<file path="src/rtl/instr_packer_pkg.sv">
// instr_packer_pkg: shared constants, FSM state type and halfword swap helper.
package instr_packer_pkg;
    localparam logic [15:0] CNOP_HW = 16'h0001;
    typedef enum logic [1:0] {EMPTY, HALF, FLUSH} pack_state_e;
    function automatic logic [15:0] hw_swap(input logic [15:0] h);
        return {h[7:0], h[15:8]};
    endfunction
endpackage

</file>
<file path="src/rtl/instr_packer_if.sv">
// instr_packer_if: instruction-in / word-out bus of the packer.
// master = loader + memory side, slave = packer side.
interface instr_packer_if #(parameter int ADDR_W = 32);
    logic              in_valid;
    logic              in_ready;
    logic [31:0]       in_instr;
    logic              in_is_compress;
    logic              flush;
    logic              flush_busy;
    logic              out_valid;
    logic              out_ready;
    logic [31:0]       out_word;
    logic [ADDR_W-1:0] out_addr;
    logic              err;
    modport master (
        output in_valid, in_instr, in_is_compress, flush, out_ready,
        input  in_ready, flush_busy, out_valid, out_word, out_addr, err
    );
    modport slave (
        input  in_valid, in_instr, in_is_compress, flush, out_ready,
        output in_ready, flush_busy, out_valid, out_word, out_addr, err
    );
endinterface

</file>
<file path="src/rtl/instr_packer_out_stage.sv">
// instr_packer_out_stage: valid/ready output word register with address counter.
// load/load_word: new word (caller only loads when the slot is free);
// out_valid/out_ready/out_word/out_addr: memory write side.
module instr_packer_out_stage #(
    parameter int                ADDR_W    = 32,
    parameter logic [ADDR_W-1:0] BASE_ADDR = '0
) (
    input  logic              clk,
    input  logic              rst,
    input  logic              load,
    input  logic [31:0]       load_word,
    input  logic              out_ready,
    output logic              out_valid,
    output logic [31:0]       out_word,
    output logic [ADDR_W-1:0] out_addr
);
    always_ff @(posedge clk) begin
        if (rst) begin
            out_valid <= 1'b0;
            out_word  <= '0;
            out_addr  <= BASE_ADDR;
        end else begin
            if (out_valid && out_ready) out_addr <= out_addr + ADDR_W'(4);
            if (load) begin
                out_valid <= 1'b1;
                out_word  <= load_word;
            end else if (out_ready) begin
                out_valid <= 1'b0;
            end
        end
    end
endmodule

</file>
<file path="src/rtl/instr_packer.sv">
// instr_packer: packs 32-bit and 16-bit compressed instructions into byte-swapped 32-bit memory words.
// clk/rst: clock, sync active-high reset; bus: instruction input, flush request,
// packed word output with address, sticky illegal-compressed err.
module instr_packer
    import instr_packer_pkg::*;
#(
    parameter int                ADDR_W    = 32,
    parameter logic [ADDR_W-1:0] BASE_ADDR = '0
) (
    input  logic           clk,
    input  logic           rst,
    instr_packer_if.slave  bus
);
    pack_state_e state;
    logic [15:0] pend_hw, lo, hi;
    logic        err_q, busy_q, slot_free, acc, illegal, emit;
    logic [31:0] emit_word;

    assign lo        = bus.in_instr[15:0];
    assign hi        = bus.in_instr[31:16];
    assign slot_free = !bus.out_valid || bus.out_ready;
    assign bus.in_ready = !rst && state != FLUSH && !bus.flush && slot_free;
    assign acc       = bus.in_valid && bus.in_ready;
    assign illegal   = bus.in_is_compress && (lo[1:0] == 2'b11 || lo == 16'h0);
    // Only EMPTY + compressed is a non-emitting accept; the pad word goes out once the slot frees.
    assign emit      = (acc && !illegal && (state == HALF || !bus.in_is_compress)) ||
                       (state == FLUSH && slot_free);
    assign emit_word = state == EMPTY ? {hw_swap(lo), hw_swap(hi)} :
                       {hw_swap(pend_hw), state == FLUSH ? hw_swap(CNOP_HW) : hw_swap(lo)};
    assign bus.err        = err_q;
    assign bus.flush_busy = busy_q;

    always_ff @(posedge clk) begin
        if (rst) begin
            state   <= EMPTY;
            pend_hw <= '0;
            err_q   <= 1'b0;
            busy_q  <= 1'b0;
        end else begin
            if (acc && illegal) err_q <= 1'b1;
            if (acc && !illegal) begin
                if (state == EMPTY && bus.in_is_compress) begin
                    pend_hw <= lo;
                    state   <= HALF;
                end else if (state == HALF) begin
                    if (bus.in_is_compress) state <= EMPTY;
                    else pend_hw <= hi;
                end
            end else if (bus.flush && state == HALF) begin
                state  <= FLUSH;
                busy_q <= 1'b1;
            end else if (state == FLUSH && slot_free) begin
                state <= EMPTY;
            end
            // Once the pad word sits in the output register, its handshake ends the flush.
            if (busy_q && state != FLUSH && bus.out_valid && bus.out_ready) busy_q <= 1'b0;
        end
    end

    instr_packer_out_stage #(.ADDR_W(ADDR_W), .BASE_ADDR(BASE_ADDR)) u_out (
        .clk       (clk),
        .rst       (rst),
        .load      (emit),
        .load_word (emit_word),
        .out_ready (bus.out_ready),
        .out_valid (bus.out_valid),
        .out_word  (bus.out_word),
        .out_addr  (bus.out_addr)
    );
endmodule
</file>
<file path="src/flat_wrapper.sv">
// flat-port wrapper written by rule: the top's interface ports become plain ports
module instr_packer_flat import instr_packer_pkg::*;
#(
    parameter int                ADDR_W    = 32,
    parameter logic [ADDR_W-1:0] BASE_ADDR = '0
)
  (clk, rst, bus_in_valid, bus_in_instr, bus_in_is_compress, bus_flush, bus_out_ready, bus_in_ready, bus_flush_busy, bus_out_valid, bus_out_word, bus_out_addr, bus_err);
  instr_packer_if #(.ADDR_W(ADDR_W)) bus_i ();
  input  logic clk;
  input  logic rst;
  input wire logic [$bits(bus_i.in_valid)-1:0] bus_in_valid;
  input wire logic [$bits(bus_i.in_instr)-1:0] bus_in_instr;
  input wire logic [$bits(bus_i.in_is_compress)-1:0] bus_in_is_compress;
  input wire logic [$bits(bus_i.flush)-1:0] bus_flush;
  input wire logic [$bits(bus_i.out_ready)-1:0] bus_out_ready;
  output wire logic [$bits(bus_i.in_ready)-1:0] bus_in_ready;
  output wire logic [$bits(bus_i.flush_busy)-1:0] bus_flush_busy;
  output wire logic [$bits(bus_i.out_valid)-1:0] bus_out_valid;
  output wire logic [$bits(bus_i.out_word)-1:0] bus_out_word;
  output wire logic [$bits(bus_i.out_addr)-1:0] bus_out_addr;
  output wire logic [$bits(bus_i.err)-1:0] bus_err;
  assign bus_i.in_valid = bus_in_valid;
  assign bus_i.in_instr = bus_in_instr;
  assign bus_i.in_is_compress = bus_in_is_compress;
  assign bus_i.flush = bus_flush;
  assign bus_i.out_ready = bus_out_ready;
  assign bus_in_ready = bus_i.in_ready;
  assign bus_flush_busy = bus_i.flush_busy;
  assign bus_out_valid = bus_i.out_valid;
  assign bus_out_word = bus_i.out_word;
  assign bus_out_addr = bus_i.out_addr;
  assign bus_err = bus_i.err;
  instr_packer #(.ADDR_W(ADDR_W), .BASE_ADDR(BASE_ADDR)) u_core (.clk(clk), .rst(rst), .bus(bus_i));
endmodule
</file>
<file path="config.mk">
export PLATFORM = sky130hd
export DESIGN_NAME = instr_packer_flat
export DESIGN_NICKNAME = d
export VERILOG_FILES = /design/src/rtl/instr_packer_pkg.sv /design/src/rtl/instr_packer_if.sv /design/src/rtl/instr_packer_out_stage.sv /design/src/rtl/instr_packer.sv /design/src/flat_wrapper.sv
export SDC_FILE = /design/constraint.sdc
export NUM_CORES = 1
export LEC_CHECK = 0
export CAP_MARGIN = 20
export CORE_MARGIN = 2
export CORE_UTILIZATION = 45
export DETAILED_ROUTE_END_ITERATION = 16
export GPL_TIMING_DRIVEN = 0
export PLACE_DENSITY = 0.75
export SLEW_MARGIN = 20
export SYNTH_ARGS = -nofsm -noshare
export SYNTH_HDL_FRONTEND = slang
export SYNTH_SLANG_ARGS = --single-unit
</file>
<file path="constraint.sdc">
create_clock -name clk -period 3.55 [get_ports clk]
set_clock_uncertainty 0.2 [all_clocks]
set_input_delay 1.065 -clock clk [delete_from_list [all_inputs] [get_ports clk]]
set_output_delay 1.065 -clock clk [all_outputs]
set_load 0.005 [all_outputs]
</file>
==> summary.md, run 1 <==
| Metric | Value |
|---|---|
| H-tree levels | `3` |
| GPL Wtd Cong | `0.954` |
| Row cnt | `34` |
| DRC violation total after the first TritonRoute iteration | `200` |
| # setup viols final | `0` |
| CP Cell Sequence | `clkdlybuf4s50_1, nor2b_1, or4_4, o31ai_4, clkbuf_1, a311oi_1` |
| Final Cycle Share | `97.0%` |
| Ys async rst share | `0%` |
| Antenna cells | `0` |
| Avg WL per Cell | `17.2 µm` |
| Die Width | `97.4 µm` |
| Leakage | `1.75 nW` |
| Worst path depth | `6` |
| Post-placement cell area | `5080 µm²` |
| Mapped Cells | `451` |
| Power density over the cells | `364 nW/µm²` |
| Starting Density | `45.7%` |
| DRT Pass-1 Iters | `5` |
| Vias | `3958` |
| Dpl hpwl | `8540 µm` |
| Total GRT Usage | `24.3%` |
| Final Hold Viols | `0` |
| Max incr delay on CP | `570 ps` |
| Startpoint type of the worst setup path | `input pin` |
| Layout Nets | `603` |
| Syn avg cell area | `8.71 µm²` |
| Post-synthesis cell type count | `41` |
| Crit path arrival time | `3460 ps` |
| Clock Sinks | `83` |
| Clock Pin Slew Worst Setup and Hold Paths | `80 ps` |
| Kind of critical path | `in2reg` |
| Number of port buffers | `101` |
| Relative slew slack | `50.2%` |
| Synth-to-Final Area Change | `34.7%` |
| Fill cells | `765` |
| Initial antenna violation count | `0` |
| Die Ht | `97.4 µm` |
| RSZ-0062 raised after global routing | `false` |
| Buf+Inv Stages, Crit Path | `2` |
| Core area | `8590 µm²` |
| Vias in the first global route | `3722` |
| Yosys Warn Count | `0` |
| Crit path max fanout | `10` |
| Vias/cell | `5.85` |
| Largest area contributor in the netlist | `dfxtp_1` |
| Hold crit path type | `reg2reg` |
| VDD IR-drop max | `0.178 mV` |
| Outcome | `completed` |
| Synthesized area | `3930 µm²` |
| Post-synth EDFFs | `0` |
| Top FF cell, synth | `dfxtp_1` |
| Most area-consuming cells after synthesis | `dfxtp_1, nor2_1, mux2i_1` |
| Post-route cell area | `5290 µm²` |
| Maximum clock frequency | `290 MHz` |
| # Max-Cap Violations | `0` |
| Routed Antenna Nets | `0` |
| # IOs | `106` |
| Setup Buffers After CTS | `0` |
| Synthesized flop and latch total | `83` |
| Sequential area share after synthesis | `42.3%` |
| Fin. max-slew vios | `0` |
| Number of CTS-inserted buffers | `9` |
| Clk_lat worst skew | `370 ps` |
| DRC | `0` |
| Slew @ Worst Pin | `746 ps` |
| CP Capture Type | `register` |
| Worst Path Required | `3570 ps` |
| Root Buffer Master | `clkbuf_8` |
| Critical path's slowest cell | `or4_4` |
| Yosys top cell area share | `42.3%` |
| First-pass GRT wire length | `18500 µm` |
| Worst Reg-to-Reg Cells | `5` |
| Pwr Total | `1.92 mW` |
| Largest net degree at the start of global routing | `15` |
| Routed wire length | `11600 µm` |
| Layout cells sized above 1 | `6.85%` |
| Total grt overflow | `0` |
| Hold Path Cell Cnt | `2` |
| Inst Count DP | `661` |
| Die area | `9490 µm²` |
| Crit path time final | `3440 ps` |
| Hold buffers post-CTS | `0` |
| Post-route insts no fill | `677` |
| Worst path top cell family by delay | `buffers and inverters` |
| CTS tree | `yes` |
| Bufs on Longest Clock Path | `2` |
[logic make-up (layout without fill, tap and decap cells)]
group           count (synthesis)  in the layout  share of synthesized area (%)
fa+ha+maj                       1              1                          0.319
xor+xnor                       24             24                           5.35
simple gates                  183            183                           23.1
buf+inv                        42            159                           5.23
other cells                     1              2                         0.0955
compound gates                100            100                           19.2
mux                            17             17                           4.33
flops                          83             83                           42.3
[per-layer routing]
metal / vias up / GRT usage (%) / part of all wire (%)
met4: 0 / 12.4 / 3.4
met2: 169 / 38.8 / 48
li1: 1869 / - / -
met5: - / 0 / 0
met3: 28 / 5.32 / 6.9
met1: 1892 / 30.8 / 42
[final cells by class]
class / instances / area, µm² / area share [%]
well taps: 108 / 135 / 2.55
clock buffers: 11 / 151 / 2.86
inverters: 4 / 15.0 / 0.284
flip-flops and latches: 83 / 1660 / 31.4
repair buffers: 101 / 1010 / 19.1
clock inverters: 5 / 61.3 / 1.16
plain buffers: 38 / 191 / 3.62
multi-input cells: 327 / 2060 / 39.0
[power breakdown]
group / switching (mW) / total (mW) / internal (mW) / leakage (nW)
clock network: 0.364 / 0.728 / 0.364 / 0.0978
logic: 0.116 / 0.230 / 0.114 / 0.985
registers: 0.0140 / 0.967 / 0.953 / 0.672
[synthesized netlist by cell type (2+ instances only)]
library cell,number
mux2i_1,17
and2_1,2
buf_1,2
nor2_1,62
and4_1,6
nand3_1,6
a22oi_1,15
xnor2_1,19
buf_4,4
dfxtp_1,83
and3_1,2
a211oi_2,10
nand4_1,12
nand2_1,35
xor2_1,5
or3_1,5
nand2b_1,5
clkbuf_1,28
a21oi_1,8
nor3_1,22
inv_1,4
nor4_1,17
a211oi_1,21
buf_6,2
nor2b_1,4
a311oi_1,16
o21ai_0,25
[path summary, 6_finish.rpt]
| check | start | endpoint | slack, ps |
|---|---|---|---|
| setup / recovery | bus_out_ready | u_core.u_out.out_word[28]$_SDFFE_PP0P_ | 110 |
| hold / removal | u_core.bus.err$_SDFFE_PP0P_ | u_core.bus.err$_SDFFE_PP0P_ | 280 |
| setup reg to reg | u_core.u_out.out_valid$_SDFFE_PP0P_ | u_core.u_out.out_word[28]$_SDFFE_PP0P_ | 910 |
| hold reg to reg | u_core.bus.err$_SDFFE_PP0P_ | u_core.bus.err$_SDFFE_PP0P_ | 280 |
[layout by cell type (no fill, tap or decap), types with 3 or more instances in the layout]
cell             count
inv_1                4
xor2_1               5
nor2b_1              4
and4_1               6
nand2b_1             5
buf_4                4
clkbuf_1            27
nand2_1             35
mux2i_1             17
xnor2_1             19
clkinvlp_4           3
a311oi_1            16
clkbuf_8            11
nor2_1              62
nand4_1             12
dfxtp_1             83
or3_1                5
nor4_1              17
a21oi_1              8
nor3_1              22
a22oi_1             15
clkdlybuf4s50_1    100
a211oi_2            10
a211oi_1            21
o21ai_0             25
nand3_1              6
[tightest hold or removal path, stage by stage, from the launching register on]
cell     delay, ps
dfxtp_1        340
a31oi_1         40
nor2_1          70
[registers in the layout (all words and copies together) (netlist names)]
signal / count
u_core.u_out.out_word: 32
u_core.u_out.out_valid: 1
u_core.bus.err: 1
u_core.u_out.out_addr: 30
u_core.bus.flush_busy: 1
u_core.pend_hw: 16
u_core.state: 2
[per-stage QoR]
| stage | worst slack [ps] | utilization, % | hold slack (ps) | TNS, ps |
|---|---|---|---|---|
| floorplan | 523 | - | 261 | 0 |
| global placement | -236 | 59.1 | 253 | -6510 |
| detailed placement | -214 | 59.1 | 257 | -6270 |
| CTS | 72.1 | 61.5 | 276 | 0 |
| global route | 2.57 | 61.6 | 306 | 0 |
| finish | 106 | 61.6 | 276 | 0 |
[what timing repair did]
| item | in CTS | in global routing |
|---|---|---|
| pin swaps | 0 | 1 |
| resized for setup | 1 | 3 |
| gates cloned | 0 | 0 |
| endpoints found under the setup margin | 1 | 1 |
No activity file was read; power rests on OpenSTA's default activity.
==> inputs of run 2 (changes only) <==
--- a/config.mk
+++ b/config.mk
@@ -5,6 +5,7 @@
 export SDC_FILE = /design/constraint.sdc
 export NUM_CORES = 1
 export LEC_CHECK = 0
+export ABC_CLOCK_PERIOD_IN_PS = 3550
 export CAP_MARGIN = 20
 export CORE_MARGIN = 2
 export CORE_UTILIZATION = 45
==> results of run 2 <==
No change in the layout: final DEF, timing and power equal those of run 1.
